<file path="src/rtl/axis_egress_arb.sv">
// axis_egress_arb: packet-atomic N:1 AXI-stream arbiter with a one-entry registered output stage.
// Ports:
//   clk, rst               clock and asynchronous active-high reset
//   s_tdata/s_tuser        packed per-port payload, port i at [i*W +: W]
//   s_tvalid/s_tlast       per-port valid and last
//   s_tready               per-port ready, only the granted port ever sees it
//   m_tdata/m_tuser/m_tlast/m_tvalid, m_tready   registered egress stream
//   grant_valid            high while a packet is granted
//   grant_idx              currently or most recently granted port
// Build option: define AXIS_EGRESS_ARB_PRIO_EN to give port 0 strict priority at each arbitration;
// otherwise all ports share a plain round-robin.
module axis_egress_arb #(
    parameter int DATA_WIDTH = 64,
    parameter int USER_WIDTH = 1,
    parameter int NUM_PORTS  = 4,
    localparam int IDX_W     = $clog2(NUM_PORTS)
) (
    input  logic                             clk,
    input  logic                             rst,
    input  logic [NUM_PORTS*DATA_WIDTH-1:0]  s_tdata,
    input  logic [NUM_PORTS-1:0]             s_tvalid,
    output logic [NUM_PORTS-1:0]             s_tready,
    input  logic [NUM_PORTS-1:0]             s_tlast,
    input  logic [NUM_PORTS*USER_WIDTH-1:0]  s_tuser,
    output logic [DATA_WIDTH-1:0]            m_tdata,
    output logic                             m_tvalid,
    input  logic                             m_tready,
    output logic                             m_tlast,
    output logic [USER_WIDTH-1:0]            m_tuser,
    output logic                             grant_valid,
    output logic [IDX_W-1:0]                 grant_idx
);
    typedef enum logic {IDLE, PKT} state_t;
    state_t state, state_nxt;
    logic [IDX_W-1:0] last_grant, pick;
    logic out_ready, accept, sel_last;
    logic [DATA_WIDTH-1:0] sel_data;
    logic [USER_WIDTH-1:0] sel_user;

    // First requester after `last` in circular order; descending scan so the nearest one wins.
    function automatic logic [IDX_W-1:0] rr_pick(input logic [NUM_PORTS-1:0] req, input logic [IDX_W-1:0] last);
        logic [IDX_W-1:0] r;
        r = last;
        for (int k = NUM_PORTS; k >= 1; k--)
            if (req[(int'(last) + k) % NUM_PORTS]) r = IDX_W'((int'(last) + k) % NUM_PORTS);
        return r;
    endfunction

`ifdef AXIS_EGRESS_ARB_PRIO_EN
    assign pick = s_tvalid[0] ? '0 : rr_pick(s_tvalid, last_grant);
`else
    assign pick = rr_pick(s_tvalid, last_grant);
`endif

    // The output slot can take a beat when empty or draining this cycle.
    assign out_ready = !m_tvalid || m_tready;
    assign sel_data  = s_tdata[int'(grant_idx)*DATA_WIDTH +: DATA_WIDTH];
    assign sel_user  = s_tuser[int'(grant_idx)*USER_WIDTH +: USER_WIDTH];
    assign sel_last  = s_tlast[grant_idx];
    assign accept    = state == PKT && s_tvalid[grant_idx] && out_ready;

    always_ff @(posedge clk or posedge rst) begin
        if (rst) state <= IDLE;
        else state <= state_nxt;
    end

    always_comb begin
        state_nxt = state;
        if (state == IDLE && |s_tvalid) state_nxt = PKT;
        else if (accept && sel_last) state_nxt = IDLE;
    end

    always_comb begin
        s_tready    = (state == PKT && out_ready) ? NUM_PORTS'(1) << grant_idx : '0;
        grant_valid = state == PKT;
    end

    always_ff @(posedge clk or posedge rst) begin
        if (rst) begin
            grant_idx  <= '0;
            last_grant <= IDX_W'(NUM_PORTS - 1);
            m_tvalid   <= 1'b0;
            m_tdata    <= '0;
            m_tlast    <= 1'b0;
            m_tuser    <= '0;
        end else begin
            if (state == IDLE && |s_tvalid) grant_idx <= pick;
            if (accept && sel_last) last_grant <= grant_idx;
            if (accept) begin
                m_tdata <= sel_data;
                m_tlast <= sel_last;
                m_tuser <= sel_user;
            end
            if (accept) m_tvalid <= 1'b1;
            else if (m_tready) m_tvalid <= 1'b0;
        end
    end
endmodule

</file>
<file path="config.mk">
export PLATFORM = sky130hd
export DESIGN_NAME = axis_egress_arb
export DESIGN_NICKNAME = d
export VERILOG_FILES = /design/src/rtl/axis_egress_arb.sv
export SDC_FILE = /design/constraint.sdc
export NUM_CORES = 1
export LEC_CHECK = 0
export ABC_AREA = 0
export CAP_MARGIN = 20
export CORE_AREA = 2 2 134 136
export DETAILED_ROUTE_END_ITERATION = 16
export DIE_AREA = 0 0 136 138
export PLACE_DENSITY_LB_ADDON = 0.05
export SETUP_SLACK_MARGIN = 0.05
export SLEW_MARGIN = 20
export SYNTH_ARGS = -nofsm -noshare
export SYNTH_HDL_FRONTEND = slang
export SYNTH_SLANG_ARGS = --single-unit
</file>
<file path="constraint.sdc">
create_clock -name clk -period 2.3 [get_ports clk]
set_input_delay 0.345 -clock clk [delete_from_list [all_inputs] [get_ports clk]]
set_output_delay 0.345 -clock clk [all_outputs]
set_load 0.005 [all_outputs]
</file>
### After elaboration in Yosys (flattened, before gate mapping)

Cells that the tools add are included.

| storage, ports and cells | value |
|---|---|
| register bits after elaboration | 72 |
| output and inout bits | 74 |
| logic and storage cells | 63 |

| operators by class | value |
|---|---|
| add/subtract/negate cells | 4 |
| $lt $le $gt $ge | 5 |
| shift operators | 3 |
| multiplexer cells | 25 |
| bitwise logic cells | 5 |
| reductions and logical operators | 14 |

Operators with widths:

| kind | number |
|---|---|
| 256-bit by 9-bit variable part select with 64-bit output | 1 |
| 3-bit by 4-bit < comparator with 1-bit output (second input constant) | 4 |
| 1-bit two-way mux | 14 |
| 1-bit binary-select mux with 2-bit select | 6 |
| 2-bit two-way mux | 4 |
| 2-bit OR reduction | 4 |
| 1-bit logical AND | 5 |
| 2-bit by 1-bit adder with 2-bit output (second input constant) | 2 |
| 2-bit adder (second input constant) | 2 |
| 1-bit bitwise AND (first input constant) | 4 |
| 4-bit two-way mux | 1 |
| 2-bit nonzero test | 2 |
| 4-bit OR reduction | 1 |
| 4-bit by 3-bit variable part select with 1-bit output | 1 |
| 1-bit by 2-bit << shifter with 4-bit output (first input constant) | 1 |
| 2-bit by 3-bit < comparator with 1-bit output (second input constant) | 1 |
| 1-bit logical NOT | 1 |
| 1-bit logical OR | 1 |
| 1-bit NOT | 1 |

### Longest topological paths before layout

Gate-level depths: netlist of the first run.

| logic depth | value |
|---|---|
| depth in word-level cells | 10 |
| gate-level depth with buffers | 6 |
| gate-level depth less buffers | 3 |

### Least setup slack after synthesis of the first run

Ideal clock, no wire load.

| timing | value |
|---|---|
| path type | register -> register |
| from | register grant_idx[0] |
| to | register m_tdata[49] |
| setup time | 127 ps |
| arrival | 1,724 ps |
| data required time | 2,173 ps |
| slack | 448 ps |
| cell stages (with the launch flop) | 5 |
| period minus slack after synthesis | 1,852 ps |
| cell sequence | dfrtp_1 > buf_2 > buf_1 > mux4_2 > mux2_1 |

| between the ends | value |
|---|---|
| longest elaborated chain between the ends | 4 |

Ends and longest elaborated chain:

| what | line | RTL |
|---|---|---|
| start: declaration | 31 | `output logic [IDX_W-1:0] grant_idx` |
| start signal: assignment | 87 | `if (state == IDLE && \|s_tvalid) grant_idx <= pick;` |
| branches (longest 4 deep; another with 256-bit by 9-bit variable part select with 64-bit output) | n/a |  |
| end signal: assignment | 90 | `m_tdata <= sel_data;` |
| end: declaration | 25 | `output logic [DATA_WIDTH-1:0] m_tdata,` |

Several ways; the timed one is not identified. The select of a mux whose other input is x is not followed.
A chain may end at the register's enable or synchronous reset.

### Worst setup path after layout of the first run

| timing | value |
|---|---|
| from | register grant_idx[1] |
| to | output port s_tready[0] |

| between the ends | value |
|---|---|
| longest elaborated chain between the ends | 2 |

Ends and longest elaborated chain:

| what | line | RTL |
|---|---|---|
| 1-bit by 2-bit << shifter with 4-bit output | 74 | `s_tready = (state == PKT && out_ready) ? NUM_PORTS'(1) << grant_idx : '0;` |
| 4-bit two-way mux | 74 |  |
| end: declaration | 22 | `output logic [NUM_PORTS-1:0] s_tready,` |

No other way between the ends.

==> metrics.md, run 1 <==
| Metric | Value |
|---|---|
| First-pass GRT wire length | `24200 um` |
| Number of synthesized flops with an enable pin | `0` |
| Die W | `136 um` |
| Vias | `3873` |
| Ys async rst share | `100%` |
| PortBufs | `344` |
| Num CTS Buffers | `9` |
| Layout Utilization | `between 40% and 50%` |
| # IOs | `345` |
| Ant diodes | `0` |
| Worst-Skew Late Latency | `0.33 ns` |
| Slew headroom | `59.9%` |
| Routed vias/inst | `4.61` |
| Worst Skew | `0.00510 ns` |
| Library cells used by synthesis | `30` |
| Fin Setup TNS | `0 ns` |
| Psw | `0.00281 W` |
| Unrepaired setup endpoints after global routing | `false` |
| DP Cell Count | `825` |
| Flop-to-flop setup slack | `0.37 ns` |
| Sw frac | `a little under a third` |
| PD cells | `1080 nW/um^2` |
| Initial core utilization | `25.1%` |
| Hold Path Class | `in -> async` |
| Setup CP Type | `reg -> out` |
| Tmin final | `2.13 ns` |
| Crit. Startpoint | `grant_idx[1]` |
| Synth-to-layout area growth | `92.2%` |
| Crit Path Max Fanout | `20` |
| Max VDD drop | `521 uV` |
| Logic pwr share | `58.3%` |
| Syn Inst Count | `262` |
| Final ANT Viol Nets | `0` |
| CP Launch Type | `flop` |
| Worst EP arrival | `roughly 1.8 ns` |
| Multi-input combinational cell area | `roughly 2500 sq um` |
| Max incr delay on CP | `0.53 ns` |
| R2r endpoint | `m_tdata[55]` |
| Status | `completed` |
| RePlAce Congestion | `0.823` |
| GRT overflow | `0` |
| Count of non-filler cells in the finished layout | `roughly 840` |
| Area of the mapped netlist | `4410 sq um` |
| Final Cycle Share | `between 90 and 100%` |
| Clock Path Buffers | `2` |
| CTS root buf | `clkbuf_16` |
| Post-synth top cells | `dfrtp_1 (70), mux4_2 (67), mux2_2 (38)` |
| Area of the core | `17500 sq um` |
| GRT Overall Usage | `between 10% and 20%` |
| Worst-Margin Slew | `0.601 ns` |
| Max Freq | `0.470 GHz` |
| Sequential Area | `1810 sq um` |
| CP Cell Sequence | `buf_4 -> nor3_1 -> clkdlybuf4s50_1` |
| Clock-pin slew on the worst setup and hold paths | `0.06 ns` |
| Die area | `around 19000 sq um` |
| Area leader, netlist | `dfrtp_1` |
| Design Power | `0.00917 W` |
| R2r worst-path depth | `3` |
| Top_reg_cell synth | `dfrtp_1` |
| Synth Warn # | `0` |
| Dpl hpwl | `13000 um` |
| Reg-to-reg startpoint | `grant_idx[0]` |
| Top-count cell post-synth | `dfrtp_1` |
| Crit-path slowest cell | `clkdlybuf4s50_1` |
| Max H-tree Level | `3` |
| Drt initial violations | `110` |
| Register area share after synthesis | `approximately 41%` |
| CP required | `approximately 2.0 ns` |
| Nets | `878` |
| Vias in the first global route | `between 4000 and 5000` |
| Area contributors post-synth | `dfrtp_1 (40%), mux4_2 (34%), mux2_2 (9.7%), mux2_1 (7.2%), buf_6 (1.3%)` |
| Initial antenna violation count | `0` |
| Leakage | `3.24 nW` |
| Net Count, Synth | `533` |
| Cell-internal power | `0.00636 W` |
| Final setup viols | `0` |
| #FFs+latches synth | `just over 70` |
| DR pass1 iterations | `4` |
| CTS tree | `yes` |
| Synth top area share | `39.7%` |
| Fin. max-slew vios | `0` |
| # DRC | `0` |
| Mapped Avg Cell Area | `16.8 sq um` |
| Die Ht | `138 um` |
| CTS sink cnt | `72` |
| MaxCap Viol Count | `0` |
| Fin. Hold Viols | `0` |
| Drt total wl | `roughly 16000 um` |
| Clock power frac | `15.4%` |
| WL/cell | `19.0 um` |
| Largest net degree at the start of global routing | `39` |
| Layout cells sized above 1 | `between 20 and 25%` |
| Flop pwr share | `26.4%` |
| Rows | `roughly 50` |
| Filler cell count | `1585` |
| CP Capture Type | `output pin` |
state kept, by name, indices dropped and copies added (netlist names):
signal and count:
grant_idx 2, m_tuser 1, m_tvalid 1, last_grant 2, grant_valid 1, m_tlast 1
m_tdata 64
metal layers:
layer / part of all wire [%] / GRT usage [%] / up-vias
li1: - / - / 1763
met1: 35 / 18.0 / 1903
met2: 55 / 32.4 / 178
met3: 7.2 / 3.85 / 29
met4: 3.1 / 7.57 / 0
met5: 0 / 0 / -
cells by family (layout without fill, tap and decap cells):
kind of cell | Yosys count | after routing | synth area share (%)
AND/OR/NAND/NOR | 19 | 19 | 2.38
AO/OA/AOI/OAI | 9 | 9 | 1.50
buffers and inverters | 27 | 377 | 3.63
flip-flops | 72 | 72 | 40.9
multiplexers | 135 | 135 | 51.5
area by class of cell:
class                           instances  share of cell area, %
Clock inverter                          3                  0.473
Sequential cell                        72                   21.4
Multi-Input combinational cell        163                   28.9
Tap cell                              229                   3.38
Timing Repair Buffer                  357                   42.6
Inverter                                4                  0.192
Clock buffer                           13                   3.07
power groups by stage:
stage | combinational (W) | clock, W | sequential [W]
2_1_floorplan | 0.00295 | 0 | 0.00236
3_3_place_gp | 0.00542 | 0 | 0.00243
3_5_place_dp | 0.00548 | 0 | 0.00245
4_1_cts | 0.00549 | 0.00146 | 0.00243
5_1_grt | 0.00575 | 0.00151 | 0.00252
6_report | 0.00534 | 0.00141 | 0.00242
repair_timing:
action | CTS | global route
setup buffers | 0 | 0
hold endpoints to repair | 0 | 0
hold buffers | 0 | 0
gates resized for setup | 0 | 1
setup endpoints to repair | 0 | 1
layout by cell type (no fill, tap or decap), types with 2 or more instances in the layout:
cell type / count
buf_12: 5
clkbuf_16: 9
nand2_1: 4
mux2_2: 38
clkbuf_8: 2
buf_4: 7
mux2i_1: 2
nor2_1: 3
nand2b_1: 2
a21oi_1: 3
a21o_1: 2
clkdlybuf4s50_1: 344
nor3_1: 2
inv_1: 3
dfrtp_1: 68
mux4_2: 67
clkinv_2: 3
mux2_1: 28
dfstp_2: 2
clkbuf_1: 2
worst max-delay path, delay by kind of cell (launching register included):
family | cells | cell delay [ns]
simple gates | 1 | 0.20
flops | 1 | 0.46
buf+inv | 2 | 0.78
worst max path at each step:
stage,to,slack [ns]
2_1_floorplan,grant_idx[0],0.13
3_3_place_gp,m_tdata[18],0.12
3_5_place_dp,m_tdata[63],0.08
4_1_cts,grant_idx[1],0.09
5_1_grt,s_tready[0],0.07
6_report,s_tready[0],0.17
metrics by stage:
stage	setup slack (ns)	hold WS, ns	instance area, sq um
5_1_grt	0.0701	0.422	8470
2_1_floorplan	0.133	0.488	4410
3_5_place_dp	0.0786	0.475	8170
4_1_cts	0.0856	0.394	8470
6_report	0.174	0.385	8470
3_3_place_gp	0.121	0.476	8170
Note: power is estimated with default switching activity, not from simulation.
==> run 2: changes to the inputs <==
--- a/config.mk
+++ b/config.mk
@@ -8,9 +8,10 @@
 export ABC_AREA = 0
 export CAP_MARGIN = 20
 export CORE_AREA = 2 2 134 136
+export CTS_CLUSTER_SIZE = 12
 export DETAILED_ROUTE_END_ITERATION = 16
 export DIE_AREA = 0 0 136 138
-export PLACE_DENSITY_LB_ADDON = 0.05
+export PLACE_DENSITY = 0.69
 export SETUP_SLACK_MARGIN = 0.05
 export SLEW_MARGIN = 20
 export SYNTH_ARGS = -nofsm -noshare
==> metrics.md, run 2 (same netlist as run 1, synthesis figures left out) <==
| Metric | Value |
|---|---|
| Status | `completed` |
| Clock Path Buffers | `2 (unchanged)` |
| Slew headroom | `66.5% (+6.6 points)` |
| Vias | `3959 (+2.2%)` |
| First-pass GRT wire length | `23300 um (-3.9%)` |
| WHS | `0.366 ns (-0.0183 ns)` |
| Area of the core | `17500 sq um (unchanged)` |
| Reg-to-reg startpoint | `grant_idx[1]` |
| Layout Utilization | `48.5% (+0.21 points)` |
| Num CTS Buffers | `9 (unchanged)` |
| Max reg flops | `64 (unchanged)` |
| Nets | `880 (+0.23%)` |
| Most flops, register | `m_tdata` |
| Worst EP arrival | `1.77 ns (about the same)` |
| Max H-tree Level | `3 (unchanged)` |
| Die W | `136 um (unchanged)` |
| CTS root buf | `clkbuf_16` |
| Fin. max-slew vios | `0 (unchanged)` |
| MaxCap Viol Count | `0 (unchanged)` |
| Fin Setup TNS | `0 ns (unchanged)` |
| Routed vias/inst | `4.70 (+2.0%)` |
| GRT Overall Usage | `16.3% (-0.93 points)` |
| GRT overflow | `0 (unchanged)` |
| Clock-pin slew on the worst setup and hold paths | `0.06 ns (about the same)` |
| Initial core utilization | `25.1% (unchanged)` |
| Post-Place Worst Slack | `0.0536 ns (-0.0250 ns)` |
| Worst-Skew Late Latency | `0.33 ns (about the same)` |
| Final Cycle Share | `91.8% (-0.60 points)` |
| CTS sink cnt | `72 (unchanged)` |
| CTS tree | `yes` |
| Setup CP Type | `reg -> out` |
| RePlAce Congestion | `0.766 (-6.9%)` |
| Initial antenna violation count | `0 (unchanged)` |
| Leakage | `3.25 nW (+0.51%)` |
| Max VDD drop | `650 uV (+25%)` |
| Final ANT Viol Nets | `0 (unchanged)` |
| CP Launch Type | `flop` |
| Die area | `18800 sq um (unchanged)` |
| Dpl hpwl | `12500 um (-3.5%)` |
| Flop-to-flop setup slack | `0.42 ns (+0.05 ns)` |
| Vias in the first global route | `4451 (+3.5%)` |
| Top flop regs | `m_tdata (64), grant_idx (2), last_grant (2)` |
| Drt total wl | `15300 um (-4.5%)` |
| # DRC | `0 (unchanged)` |
| Setup ws final | `0.188 ns (+0.0137 ns)` |
| Filler cell count | `1516 (-4.4%)` |
| WL/cell | `18.1 um (-4.7%)` |
| Worst-Margin Slew | `0.501 ns (-0.0995 ns)` |
| R2r worst-path depth | `4 (+1)` |
| Unrepaired setup endpoints after global routing | `false` |
| Layout cells sized above 1 | `23.5% (+0.41 points)` |
| Multi-input combinational cell area | `2450 sq um (unchanged)` |
| Drt initial violations | `86 (-22%)` |
| Die Ht | `138 um (unchanged)` |
| Largest net degree at the start of global routing | `43 (+10%)` |
| Commonest non-fill, non-tap cell in the layout | `clkdlybuf4s50_1` |
| DR WL met2 | `8140 um (-6.7%)` |
| Worst Skew | `0.00875 ns (+0.00366 ns)` |
| DR pass1 iterations | `6 (+2)` |
| Fin. Hold Viols | `0 (unchanged)` |
| Rows | `49 (unchanged)` |
| Crit. Startpoint | `grant_valid` |
| Final setup viols | `0 (unchanged)` |
| Synth-to-layout area growth | `93.0%` |
| Hold Path Class | `in -> async` |
| CP required | `1.96 ns (about the same)` |
| Crit Path Max Fanout | `7 (-65%)` |
| Tmin final | `2.11 ns (-0.0137 ns)` |
| Max layer used | `met4` |
| # IOs | `345 (unchanged)` |
| Ant diodes | `0 (unchanged)` |
| CP Capture Type | `output pin` |
| Most frequent cells in the layout | `clkdlybuf4s50_1 (344), dfrtp_1 (68), mux4_2 (67)` |
| R2r endpoint | `m_tdata[3]` |
| PortBufs | `344 (unchanged)` |
| Sequential Area | `1810 sq um (unchanged)` |
| DR WL met3 | `1500 um (+30%)` |
| PD cells | `1090 nW/um^2 (+0.61%)` |
| Metal-1 WL | `5200 um (-7.2%)` |
| Max Freq | `0.474 GHz (+0.65%)` |
run 2: worst max-delay path by stage:
stage	cells after the start	to	slack, ns
CTS	3	s_tready[3]	0.15
global route	3	s_tready[2]	0.07
finish	3	s_tready[0]	0.19
floorplan	1	grant_idx[0]	0.13
detailed placement	5	m_tdata[46]	0.05
global placement	5	m_tdata[17]	0.13
run 2: power by group:
part           internal, W  total, W  switching, W
combinational      0.00353   0.00538       0.00185
sequential         0.00197   0.00242      0.000450
clock             0.000935   0.00146      0.000527
total              0.00644   0.00926       0.00283
run 2: timing repair:
action	4_1_cts	5_1_grt
buffers inserted	1	0
gates resized for setup	0	0
endpoints found under the setup margin	1	0
hold buffers	0	0
run 2: cell type report:
class | instances | area share, %
Timing Repair Buffer | 359 | 42.6
Multi-Input combinational cell | 163 | 28.8
Sequential cell | 72 | 21.3
Tap cell | 229 | 3.37
Clock buffer | 13 | 3.18
Clock inverter | 3 | 0.559
Inverter | 4 | 0.191
run 2: metal layers:
layer	up-vias	track usage (%)
met5	-	0
met4	0	7.40
met3	25	4.47
met2	223	30.5
met1	1945	16.5
li1	1766	-
run 2: per-stage QoR:
stage	cells	instance area, sq um	power [W]
after floorplan	262	4410	0.00531
after global placement	826	8170	0.00778
after detailed placement	826	8170	0.00790
after CTS	843	8510	0.00946
after global routing	843	8510	0.00988
final	843	8510	0.00926
run 2: critical path: stages, from the launching register on:
cell,delay [ns]
dfrtp_1,0.60
nand2_1,0.12
nor3_1,0.18
clkdlybuf4s50_1,0.54
